==> config.mk <==
export PLATFORM = sky130hd
export DESIGN_NAME = clock_ctrl
export DESIGN_NICKNAME = d
export VERILOG_FILES = /design/src/rtl/clock_ctrl.sv
export SDC_FILE = /design/constraint.sdc
export NUM_CORES = 1
export LEC_CHECK = 0
export CAP_MARGIN = 20
export CORE_MARGIN = 3
export CORE_UTILIZATION = 57
export CTS_CLUSTER_SIZE = 10
export DETAILED_ROUTE_END_ITERATION = 7
export DONT_BUFFER_PORTS = 1
export HOLD_SLACK_MARGIN = 0.03
export PLACE_DENSITY = 0.73
export SLEW_MARGIN = 20
export SYNTH_ARGS = -nofsm -noshare
export SYNTH_HDL_FRONTEND = slang
export SYNTH_SLANG_ARGS = --single-unit
==> constraint.sdc <==
create_clock -name clk -period 2.02 [get_ports clk]
set_input_delay 0.202 -clock clk [delete_from_list [all_inputs] [get_ports clk]]
set_output_delay 0.202 -clock clk [all_outputs]
set_load 0.02 [all_outputs]
==> src/rtl/clock_ctrl.sv <==
// Timekeeping and time-set controller: 1 Hz divider, HH:MM:SS counters, set-mode FSM.
// Optional field blinking in set modes is enabled by defining CLOCK_BLINK_EN.
module clock_ctrl #(
  parameter int unsigned CLK_FREQ  = 50_000_000,
  parameter int unsigned BLINK_DIV = 12_500_000
) (
  input  logic       clk,
  input  logic       rst_n,
  input  logic       btn_mode,
  input  logic       btn_inc,
  output logic [5:0] hours,
  output logic [5:0] minutes,
  output logic [5:0] seconds,
  output logic [1:0] mode,
  output logic [2:0] blank,
  output logic       sec_tick
);

  typedef enum logic [1:0] {
    StRun  = 2'd0,
    StSetH = 2'd1,
    StSetM = 2'd2,
    StSetS = 2'd3
  } state_e;

  localparam int unsigned DivW = (CLK_FREQ > 1) ? $clog2(CLK_FREQ) : 1;
  localparam logic [DivW-1:0] DivLast = DivW'(CLK_FREQ - 1);

  state_e          state_q, state_d;
  logic [DivW-1:0] div_q, div_d;
  logic [5:0]      hours_q, hours_d;
  logic [5:0]      minutes_q, minutes_d;
  logic [5:0]      seconds_q, seconds_d;
  logic            sec_tick_q;
  logic            tick;

  always_comb begin
    tick      = (state_q == StRun) && (div_q == DivLast);
    div_d     = '0;
    state_d   = state_q;
    hours_d   = hours_q;
    minutes_d = minutes_q;
    seconds_d = seconds_q;

    // The divider only runs in RUN; SET states park it at zero so RUN restarts a full second.
    if (state_q == StRun && !tick) begin
      div_d = div_q + 1'b1;
    end

    if (tick) begin
      if (seconds_q == 6'd59) begin
        seconds_d = 6'd0;
        if (minutes_q == 6'd59) begin
          minutes_d = 6'd0;
          hours_d   = (hours_q == 6'd23) ? 6'd0 : hours_q + 6'd1;
        end else begin
          minutes_d = minutes_q + 6'd1;
        end
      end else begin
        seconds_d = seconds_q + 6'd1;
      end
    end

    if (btn_mode) begin
      unique case (state_q)
        StRun:   state_d = StSetH;
        StSetH:  state_d = StSetM;
        StSetM:  state_d = StSetS;
        StSetS:  state_d = StRun;
        default: state_d = StRun;
      endcase
    end else if (btn_inc) begin
      unique case (state_q)
        StSetH:  hours_d   = (hours_q == 6'd23) ? 6'd0 : hours_q + 6'd1;
        StSetM:  minutes_d = (minutes_q == 6'd59) ? 6'd0 : minutes_q + 6'd1;
        StSetS:  seconds_d = (seconds_q == 6'd59) ? 6'd0 : seconds_q + 6'd1;
        default: ;
      endcase
    end
  end

`ifdef CLOCK_BLINK_EN
  localparam int unsigned BlinkW = (BLINK_DIV > 1) ? $clog2(BLINK_DIV) : 1;
  localparam logic [BlinkW-1:0] BlinkLast = BlinkW'(BLINK_DIV - 1);

  logic [BlinkW-1:0] blink_cnt_q, blink_cnt_d;
  logic              blink_ph_q, blink_ph_d;
  logic [2:0]        blank_q, blank_d;

  always_comb begin
    blink_cnt_d = '0;
    blink_ph_d  = 1'b0;
    // Mode changes and edits restart the blink so the edited field is shown immediately.
    if (!(btn_mode || btn_inc || state_q == StRun)) begin
      if (blink_cnt_q == BlinkLast) begin
        blink_ph_d = ~blink_ph_q;
      end else begin
        blink_cnt_d = blink_cnt_q + 1'b1;
        blink_ph_d  = blink_ph_q;
      end
    end
    blank_d = 3'b000;
    unique case (state_d)
      StSetH:  blank_d = {blink_ph_d, 2'b00};
      StSetM:  blank_d = {1'b0, blink_ph_d, 1'b0};
      StSetS:  blank_d = {2'b00, blink_ph_d};
      default: blank_d = 3'b000;
    endcase
  end

  assign blank = blank_q;
`else
  assign blank = 3'b000;
`endif

  always_ff @(posedge clk or negedge rst_n) begin
    if (!rst_n) begin
      state_q     <= StRun;
      div_q       <= '0;
      hours_q     <= 6'd0;
      minutes_q   <= 6'd0;
      seconds_q   <= 6'd0;
      sec_tick_q  <= 1'b0;
`ifdef CLOCK_BLINK_EN
      blink_cnt_q <= '0;
      blink_ph_q  <= 1'b0;
      blank_q     <= 3'b000;
`endif
    end else begin
      state_q     <= state_d;
      div_q       <= div_d;
      hours_q     <= hours_d;
      minutes_q   <= minutes_d;
      seconds_q   <= seconds_d;
      sec_tick_q  <= tick;
`ifdef CLOCK_BLINK_EN
      blink_cnt_q <= blink_cnt_d;
      blink_ph_q  <= blink_ph_d;
      blank_q     <= blank_d;
`endif
    end
  end

  assign hours    = hours_q;
  assign minutes  = minutes_q;
  assign seconds  = seconds_q;
  assign mode     = state_q;
  assign sec_tick = sec_tick_q;

endmodule

=== Word-level counts from Yosys, hierarchy flattened ===
Cells that the tools add are included.

* Register bits after elaboration: 47
* Bits of input ports: 4
* Output and inout bits: 24

* Add/sub/neg operators: 4
* Equality and inequality tests: 7
* Multiplexer cells: 20
* Reductions and logical operators: 4

{| class="wikitable"
|+ Operators by type and width
! operator !! count
|-
| two-way mux 6 bit || 18
|-
| adder 26 x 1 -> 26 bit (second input constant) || 1
|-
| == test 26 bit (second input constant) || 1
|-
| two-way mux 26 bit || 1
|-
| adder 6 x 1 -> 6 bit (second input constant) || 3
|-
| == test 6 bit (second input constant) || 2
|-
| case mux 2 bit (4 select lines) || 1
|-
| == test 6 x 5 -> 1 bit (second input constant) || 1
|-
| == test 2 bit (second input constant) || 2
|-
| == test 2 x 1 -> 1 bit (second input constant) || 1
|-
| logical AND 1 bit || 2
|-
| logical NOT 2 bit || 1
|-
| logical NOT 1 bit || 1
|}

=== Depth between registers and ports, before layout ===
Gate-level depths: netlist of the first run.

* Word-level depth: 8
* Depth in mapped cells: 6
* Gate-level depth less buffers: 6

=== Worst setup path after synthesis of the first run ===
OpenSTA, ideal clock, no wires.

* Kind: register -> register
* Start: reg seconds_q[0], in the netlist seconds[0]
* End: reg hours_q[1], in the netlist hours[1]
* Library setup time: 125 ps
* Arrival time: 1,980 ps
* Required time: 1,895 ps
* Setup slack: -85 ps
* Cell stages (with the launch flop): 7
* Path buffers: 0
* Period minus slack after synthesis: 2,105 ps
* Cells stage by stage: dfrtp_1 ha_1 nand2_1 or3_1 nor4_4 nor2_2 mux2_4

* Cells in the longest elaborated chain, start to end: 6

{| class="wikitable"
|+ RTL lines
! item !! RTL line !! source
|-
| start: declaration || 33 || <nowiki>logic [5:0] seconds_q, seconds_d;</nowiki>
|-
| start signal: assignment || 134 || <nowiki>seconds_q <= seconds_d;</nowiki>
|-
| == test 6 bit * || 51 || <nowiki>if (seconds_q == 6'd59) begin</nowiki>
|-
| two-way mux 6 bit * || 51 ||
|-
| two-way mux 6 bit * || 50 || <nowiki>if (tick) begin</nowiki>
|-
| two-way mux 6 bit || 73 || <nowiki>unique case (state_q)</nowiki>
|-
| two-way mux 6 bit || 72 || <nowiki>end else if (btn_inc) begin</nowiki>
|-
| two-way mux 6 bit * || 64 || <nowiki>if (btn_mode) begin</nowiki>
|-
| via hours_d[1] || 31 || <nowiki>logic [5:0] hours_q, hours_d;</nowiki>
|-
| end signal: assignment || 132 || <nowiki>hours_q <= hours_d;</nowiki>
|-
| end: declaration || 31 ||
|}

Mark *: on every way through the listed nets, which the timed path passes. The rest lies on a longest branch.
A chain may end at the register's enable or synchronous reset.

=== Worst setup path in the final report of the first run ===
Ends and elaborated chain as after synthesis.

==> results of run 1 <==
==> state kept, by name, summed over array words and instances, names as in the netlist <==
name      count
div_q        26
hours         6
minutes       6
seconds       6
mode          2
sec_tick      1
==> worst register-to-register path, delay by kind of cell, from the launching register on <==
kind | cells | cell delay, ns
adders and majority gates | 1 | 0.17
muxes | 1 | 0.30
DFF | 1 | 0.37
and+or+nand+nor | 4 | 1.00
==> per-layer routing <==
| layer | GRT usage (%) | vias to the layer above |
|---|---|---|
| met3 | 4.16 | 7 |
| li1 | - | 969 |
| met5 | 0 | - |
| met1 | 29.3 | 972 |
| met4 | 7.52 | 0 |
| met2 | 34.3 | 26 |
==> where the power goes <==
part,internal (mW),switching (mW),leakage [nW]
Sequential,1.11,0.194,0.620
Clock,0.242,0.314,0.0412
Combinational,0.501,0.646,0.701
==> cells in the mapped netlist (all sizes together) <==
library cell	instances	area share, %
or3	3	0.75
conb	1	0.15
nor3	7	1.9
o31ai	2	0.60
a21o	1	0.30
nor2	37	5.7
nand2b	1	0.55
and2	5	1.3
nand2	15	2.2
nand4bb	1	0.45
o41ai	1	0.35
o21a	1	0.35
o2111ai	2	0.70
o211ai	1	0.30
o2bb2ai	5	1.7
mux2	5	2.5
mux2i	2	0.80
o211a	1	0.40
xnor2	9	3.2
nand4	11	2.8
dfrtp	47	47
xor2	17	5.9
nand4b	4	1.4
ha	8	4.0
clkbuf	1	0.15
nor4b	2	0.70
or4	2	0.75
and4	2	0.70
buf	5	1.3
nor4	3	1.3
nand3	17	3.8
or2	1	0.25
inv	8	1.2
and3	4	1.0
nor2b	1	0.25
o21ai	15	3.0
nor3b	1	0.30
==> final cells by class <==
type / count / area, µm²
clock inverters: 2 / 12.5
clock buffers: 6 / 72.6
well taps: 50 / 62.6
fillers: 301 / 1080
flip-flops and latches: 47 / 1180
repair buffers: 45 / 375
multi-input cells: 190 / 1300
inverters: 8 / 30.0
==> stage by stage <==
| stage | power, mW | worst slack (ns) | hold slack [ns] | setup TNS [ns] |
|---|---|---|---|---|
| CTS | 3.01 | 0.0557 | 0.0397 | 0 |
| global route | 3.20 | 0.00209 | 0.0833 | 0 |
| global placement | 2.38 | 0.0859 | -0.0922 | 0 |
| finish | 3.01 | 0.0735 | 0.0440 | 0 |
| detailed placement | 2.42 | 0.0662 | -0.0923 | 0 |
| floorplan | 1.98 | -0.0310 | -0.0936 | -0.0310 |
==> worst min path at each step <==
| stage | startpoint | to | slack [ns] | depth (start not counted) |
|---|---|---|---|---|
| after floorplan | rst_n | div_q[0] | -0.09 | 0 |
| after global placement | rst_n | div_q[5] | -0.09 | 0 |
| after detailed placement | rst_n | div_q[5] | -0.09 | 0 |
| after CTS | btn_mode | mode[0] | 0.04 | 2 |
| after global routing | btn_mode | mode[0] | 0.08 | 2 |
| final | btn_mode | mode[0] | 0.04 | 2 |
==> cell families after synthesis <==
kind of cell | Yosys count | share of synthesized area [%]
other | 1 | 0.150
adder cells (fa/ha/maj) | 8 | 4.00
AO/OA/AOI/OAI | 29 | 7.75
AND/OR/NAND/NOR | 117 | 26.0
XOR/XNOR | 26 | 9.10
flip-flops | 47 | 47.0
buffers and inverters | 14 | 2.65
multiplexers | 7 | 3.35
==> timing repair <==
item / CTS / global route
hold endpoints to repair: 49 / 0
resized for setup: 0 / 5
buffers inserted: 0 / 2
hold buffers: 3 / 0
setup endpoints to repair: 0 / 9
==> run metrics, run 1 <==
status=finished, final reports clean; # DRC=0; Yosys cell types=45; starting density of the core=around three fifths; GRT overflow=0; unrepaired setup endpoints after global routing=false; Rows=23; met3 WL=roughly 180 µm; die area=approximately 0.0052 mm²; post-route minimum period=roughly 2 ns; final design utilization=between 70% and 80%; DP Cell Count=around 340; CP cell instances=ha_2, nand2_1, or3_1, nor4_4, nor2_2, mux2_4; Setup CP Type=reg -> reg; CTS max path bufs=2; Clock Latency Late Sink=~0.30 ns; WP data required=2.21 ns; Iter 0 DRT Violations=106; fmax=514 MHz; global-route wire length before repair=8.93 mm; gate count of the mapped netlist=249; Min-Delay Path Class=in -> reg; CP Data Arrival Time=2.14 ns; final WL=about 5.0 mm; worst path bufs/invs=0; synth warn=0; slowest stage cell, crit path=or3_1; Top Ports=28; final instance area=0.00304 mm²; Final Max Slew Viols=0; Routability Congestion=roughly 0.79; commonest non-fill, non-tap cell in the layout=dfrtp_1; crit-path max cell delay=between 0.4 and 0.5 ns; post-DP HPWL=3.59 mm; vias per cell=5.67; CP Launch Type=flip-flop; end of the worst register-to-register path=hours[1]; clock-pin slew on the worst setup and hold paths=about 0.080 ns; VDD IR max=around 0.8 mV; Worst Path Max Fanout=5; worst reg2reg path startpoint=seconds[0]; diodes inserted=0; Vias=roughly 2000; post-synthesis sequential area ratio=a little under half; CTS tree=done; Die Width=~72 µm; Area Growth Syn to Fin=21.3%; Avg WL per Cell=around 14 µm; synthesized cell area=between 0.002 and 0.003 mm²; WP depth=6; vias in the first global route=around 2000; maxcap violations=0; largest net degree at the start of global routing=48; clk_skew=~0.0028 ns; Area after DPL=approximately 0.0029 mm²; wire length on met1=around 2.4 mm; clock root cell=clkbuf_8; #FFs+latches synth=47; Reg2Reg Setup Slack=0.07 ns; Core Region=between 0.004 and 0.005 mm²; leakage power=1.36 nW; drt pass-1 iters=4; fin nets=~300; Worst Setup SP=seconds[0]; Worst Setup End Kind=flip-flop; number of nets with antenna violations after routing=0; Hold Violations, Final=0; H-tree depth=2; post-route insts no fill=between 300 and 400; critical path's top delay family=simple AND/OR/NAND/NOR gates; number of I/O port buffers=0; crit path to=hours[1]; synthesized area per cell=10.0 µm²; Die Y=72.3 µm; initial antenna violation count=0; Sink Count=47; commonest cells after routing, fill and taps aside=dfrtp_1, buf_4, nor2_1; Final setup viols=0; PwrDens=~1000 mW/mm²; Num CTS Buffers=5; period utilization=a little over nine tenths; GRT Resource Usage Total=a little over a fifth; DR top layer=met4; share of cells above drive strength 1=between 20% and 30%; worst-case reg-to-reg path depth=6; routed wl met2=approximately 2.4 mm
No activity file was read; power rests on OpenSTA's default activity.
==> run 2, diff against run 1 <==
--- a/config.mk
+++ b/config.mk
@@ -11,6 +11,7 @@
 export CTS_CLUSTER_SIZE = 10
 export DETAILED_ROUTE_END_ITERATION = 7
 export DONT_BUFFER_PORTS = 1
+export GPL_TIMING_DRIVEN = 0
 export HOLD_SLACK_MARGIN = 0.03
 export PLACE_DENSITY = 0.73
 export SLEW_MARGIN = 20
==> run metrics, run 2 (synthesis gave the netlist of run 1 again) <==
share of cells above drive strength 1=24.6% (+0.82 points); fmax=482 MHz (-6.2%); number of I/O port buffers=0 (unchanged); Final WS setup=-0.0553 ns (-0.129 ns); Rows=23 (unchanged); clk_skew=0.0113 ns (+0.00843 ns); vias per cell=5.88 (+3.7%); largest net degree at the start of global routing=48 (unchanged); Reg2Reg Setup Slack=-0.06 ns (-0.13 ns); Avg WL per Cell=15.6 µm (+7.9%); CP Data Arrival Time=2.26 ns (+0.12 ns); filler instances=292 (-3.0%); period utilization=103% (+6.4 points); sw frac=39.7% (+1.3 points); drt pass-1 iters=4 (unchanged); CTS tree=done; total power=2.95 mW (-1.8%); starting density of the core=60.8% (unchanged); number of nets with antenna violations after routing=0 (unchanged); H-tree depth=2 (unchanged); GRT overflow=0 (unchanged); Area after DPL=0.00259 mm² (-9.7%); Int Power=1.78 mW (-3.9%); vias in the first global route=1863 (-4.9%); Routability Congestion=0.815 (+3.3%); commonest cells after routing, fill and taps aside=dfrtp_1, nor2_1, buf_4; Vias=1941 (-1.7%); Largest register FFs=26 (unchanged); Top Ports=28 (unchanged); Sink Count=47 (unchanged); final WL=5.15 mm (+2.3%); Setup CP Type=reg -> reg; clock network power share=18.5% (about the same); status=finished, violations left; WP data required=2.21 ns (about the same); Final setup viols=2 (+2); CTS max path bufs=2 (unchanged); maxcap violations=0 (unchanged); GRT Resource Usage Total=20.3% (-1.1 points); final design utilization=72.9% (-0.88 points); pre-CTS setup slack=-0.214 ns (-0.281 ns); die area=0.00522 mm² (unchanged); Iter 0 DRT Violations=111 (+4.7%); DP Cell Count=301 (-10%); Worst Setup End Kind=flip-flop; Worst Path Max Fanout=5 (unchanged); # DRC=0 (unchanged); Biggest register=div_q; clock root cell=clkbuf_8; post-route minimum period=2.08 ns (+0.129 ns); Die Width=72.3 µm (unchanged); post-route insts no fill=330 (-5.2%); CP Launch Type=flip-flop; Flop pwr share=53.0% (+9.7 points); final instance area=0.00300 mm² (-1.2%); failing checks=negative setup slack; net switching power=1.17 mW (+1.5%); Hold Violations, Final=0 (unchanged); Logic pwr share=28.5% (-9.7 points); WHS=0.0779 ns (+0.0338 ns); Min-Delay Path Class=in -> reg; Clock Latency Late Sink=0.30 ns (about the same); Num CTS Buffers=5 (unchanged); fin nets=291 (-5.8%); Die Y=72.3 µm (unchanged); initial antenna violation count=0 (unchanged); Area Growth Syn to Fin=19.9%; Core Region=0.00412 mm² (unchanged); clock-pin slew on the worst setup and hold paths=0.09 ns (about the same); leakage power=1.30 nW (-4.9%); post-DP HPWL=3.18 mm (-12%); PwrDens=984 mW/mm² (-0.60%); commonest non-fill, non-tap cell in the layout=dfrtp_1; Final Max Slew Viols=0 (unchanged); unrepaired setup endpoints after global routing=true; global-route wire length before repair=8.42 mm (-5.7%); diodes inserted=0 (unchanged); VDD IR max=0.726 mV (-7.5%); Fin Setup TNS=-0.0655 ns (-0.0655 ns)
## run 2: area by class of cell
type	count	area [µm²]	area share, %
flip-flops and latches	47	1190	39.6
multi-input cells	190	1420	47.3
plain buffers	6	36.3	1.21
well taps	50	62.6	2.09
inverters	8	30.0	1.00
repair buffers	21	183	6.09
clock inverters	1	5.00	0.167
clock buffers	7	76.3	2.54
## run 2: what timing repair did
| action | in CTS | in global routing |
|---|---|---|
| hold buffers | 3 | 0 |
| setup buffers | 9 | 9 |
| pin swaps | 4 | 8 |
| endpoints found under the hold margin | 49 | 0 |
| gates resized for setup | 22 | 10 |
| endpoints found under the setup margin | 29 | 31 |
## run 2: layer usage
metal  GRT usage (%)  routed length, µm
met1            26.6               2390
met2            33.0               2440
met3            4.99                254
met4            7.10                 70
met5               0                  0
## run 2: worst max-delay path: stages, from the launching register on
cell and delay, ns:
dfrtp_2 0.48, ha_4 0.18, nand2_2 0.06, or3_4 0.39, nor4_4 0.32, buf_4 0.19
nor2_4 0.05, mux2_4 0.30
## run 2: worst paths after layout
path / from / endpoint / cells past startpoint
worst max-delay path: minutes[0] / hours[1] / 7
worst min-delay path: btn_mode / mode[0] / 2
worst max register to register: minutes[0] / hours[1] / 7
worst min register to register: div_q[23] / div_q[23] / 2
max in group asynchronous: rst_n / seconds[3] / 2
min in group asynchronous: rst_n / minutes[4] / 2
## run 2: power by group through the flow
| stage | logic (mW) | clock network [mW] | registers, mW |
|---|---|---|---|
| final | 0.840 | 0.546 | 1.56 |
| after global routing | 0.940 | 0.597 | 1.59 |
| after CTS | 0.725 | 0.560 | 1.56 |
| after detailed placement | 0.605 | 0 | 1.54 |
| after global placement | 0.595 | 0 | 1.54 |
| after floorplan | 0.502 | 0 | 1.48 |
==> run 3, diff against run 2 <==
--- a/config.mk
+++ b/config.mk
@@ -7,13 +7,13 @@
 export LEC_CHECK = 0
 export CAP_MARGIN = 20
 export CORE_MARGIN = 3
-export CORE_UTILIZATION = 57
+export CORE_UTILIZATION = 60
 export CTS_CLUSTER_SIZE = 10
 export DETAILED_ROUTE_END_ITERATION = 7
 export DONT_BUFFER_PORTS = 1
 export GPL_TIMING_DRIVEN = 0
 export HOLD_SLACK_MARGIN = 0.03
-export PLACE_DENSITY = 0.73
+export PLACE_DENSITY = 0.74
 export SLEW_MARGIN = 20
 export SYNTH_ARGS = -nofsm -noshare
 export SYNTH_HDL_FRONTEND = slang
==> constraint.sdc (replaced) <==
create_clock -name clk -period 2.5 [get_ports clk]
set_input_delay 0.25 -clock clk [delete_from_list [all_inputs] [get_ports clk]]
set_output_delay 0.25 -clock clk [all_outputs]
set_load 0.02 [all_outputs]
==> run metrics, run 3 (synthesis gave the netlist of run 1 again) <==
status=finished, final reports clean; starting density of the core=65.4% (+4.6 points); worst reg2reg path startpoint=div_q[0]; Min-Delay Path Depth=1 (-1); fin nets=272 (-6.5%); Final Max Slew Viols=0 (unchanged); CTS max path bufs=2 (unchanged); Top Ports=28 (unchanged); CP Launch Type=flip-flop; diodes inserted=0 (unchanged); Core Region=0.00383 mm² (-7.0%); Avg WL per Cell=14.9 µm (-4.5%); Biggest register=div_q; crit-path max cell delay=0.61 ns (+0.13 ns); post-route minimum period=2.31 ns (+0.232 ns); clk_skew=0.00681 ns (-0.00446 ns); unrepaired setup endpoints after global routing=false; global-route wire length before repair=7.90 mm (-6.2%); commonest non-fill, non-tap cell in the layout=dfrtp_1; initial antenna violation count=0 (unchanged); final instance area=0.00269 mm² (-10%); GRT overflow=0 (unchanged); hold_buf cts=2 (-1); CP Data Arrival Time=2.48 ns (+0.22 ns); Largest register FFs=26 (unchanged); slowest stage cell, crit path=or4_4; fmax=433 MHz (-10%); worst-case reg-to-reg path depth=6 (-1); Sink Count=47 (unchanged); post-DP HPWL=3.31 mm (+4.1%); Vias=1799 (-7.3%); commonest cells after routing, fill and taps aside=dfrtp_1, nor2_1, xor2_1; Area after DPL=0.00257 mm² (-0.63%); CTS resizes=0 (-100%); Clock Latency Late Sink=0.29 ns (about the same); number of I/O port buffers=0 (unchanged); VDD IR max=0.618 mV (-15%); share of cells above drive strength 1=10.0% (-15 points); vias in the first global route=1761 (-5.5%); Routability Congestion=0.813 (-0.32%); maxcap violations=0 (unchanged); DP Cell Count=299 (-0.66%); Final setup viols=0 (-2); post-route insts no fill=307 (-7.0%); Reg2Reg Setup Slack=0.19 ns (+0.25 ns); Max-slew headroom=between 30% and 40%; Min-Delay Path Class=in -> reg; Rows=22 (-4.3%); Hold Violations, Final=0 (unchanged); min-delay src=btn_mode; Num CTS Buffers=5 (unchanged); Hold Crit Endpoint=mode[0]; Worst Path Max Fanout=5 (unchanged); drt pass-1 iters=4 (unchanged); Worst Setup SP=div_q[0]; total power=2.14 mW (-28%); WP data required=2.67 ns (+0.46 ns); clock root cell=clkbuf_8; Worst Setup End Kind=flip-flop; # DRC=0 (unchanged); Area Growth Syn to Fin=7.35%; Fin Setup TNS=0 ns (+0.0655 ns); leakage power=1.16 nW (-10%); CTS tree=done; final WL=4.58 mm (-11%); H-tree depth=2 (unchanged); filler instances=297 (+1.7%); number of nets with antenna violations after routing=0 (unchanged); end of the worst register-to-register path=hours[1]; WHS=0.0553 ns (-0.0225 ns); vias per cell=5.86 (-0.37%); clock-pin slew on the worst setup and hold paths=0.07 ns (-0.02 ns); die area=0.00498 mm² (-4.6%); Die Y=70.6 µm (-2.3%); postcts setup bufs=0 (-9); Iter 0 DRT Violations=93 (-16%); GRT Resource Usage Total=19.5% (-0.86 points); CP cell instances=ha_1, nand3_2, or4_4, nor4_4, nor2_2, mux2_4; period utilization=92.3% (-10 points); largest net degree at the start of global routing=48 (unchanged); Setup CP Type=reg -> reg; Die Width=70.6 µm (-2.3%); Worst Tran Pin Value=about 0.97 ns; PwrDens=795 mW/mm² (-19%)
run 3: per-stage QoR:
step / setup WS [ns] / util (%)
3_5_place_dp: 0.204 / 67.2
2_1_floorplan: 0.395 / -
6_report: 0.193 / 70.2
3_3_place_gp: 0.231 / 67.2
5_1_grt: 0.0136 / 70.2
4_1_cts: 0.185 / 70.0
run 3: layer usage:
metal / global-route usage (%) / routed length (µm) / up-vias
met1: 25.8 / 2210 / 869
met4: 5.22 / 48 / 0
li1: - / - / 896
met3: 5.40 / 196 / 6
met5: 0 / 0 / -
met2: 31.8 / 2120 / 28
run 3: power breakdown:
part	switching [mW]	total, mW	internal, mW	leakage, nW
clock network	0.218	0.404	0.187	0.0371
registers	0.340	1.23	0.890	0.622
logic	0.282	0.502	0.220	0.500
run 3: worst max-delay path by stage:
stage	endpoint	slack, ns	cells past startpoint
final	hours[1]	0.19	6
after global routing	div_q[23]	0.01	6
after CTS	hours[1]	0.19	6
after detailed placement	hours[1]	0.20	6
after global placement	div_q[16]	0.23	6
after floorplan	hours[1]	0.39	6
run 3: cell type report:
type	instances	area (µm²)	area share, %
repair buffers	2	37.5	1.40
plain buffers	6	36.3	1.35
inverters	8	30.0	1.12
multi-input cells	190	1270	47.4
well taps	48	60.1	2.24
flip-flops and latches	47	1180	43.8
clock buffers	6	72.6	2.70
run 3: worst max-delay path, delay by kind of cell, from the launching register on:
kind	cells	cell delay, ns
fa+ha+maj	1	0.24
flops	1	0.41
mux	1	0.31
simple gates	4	1.23
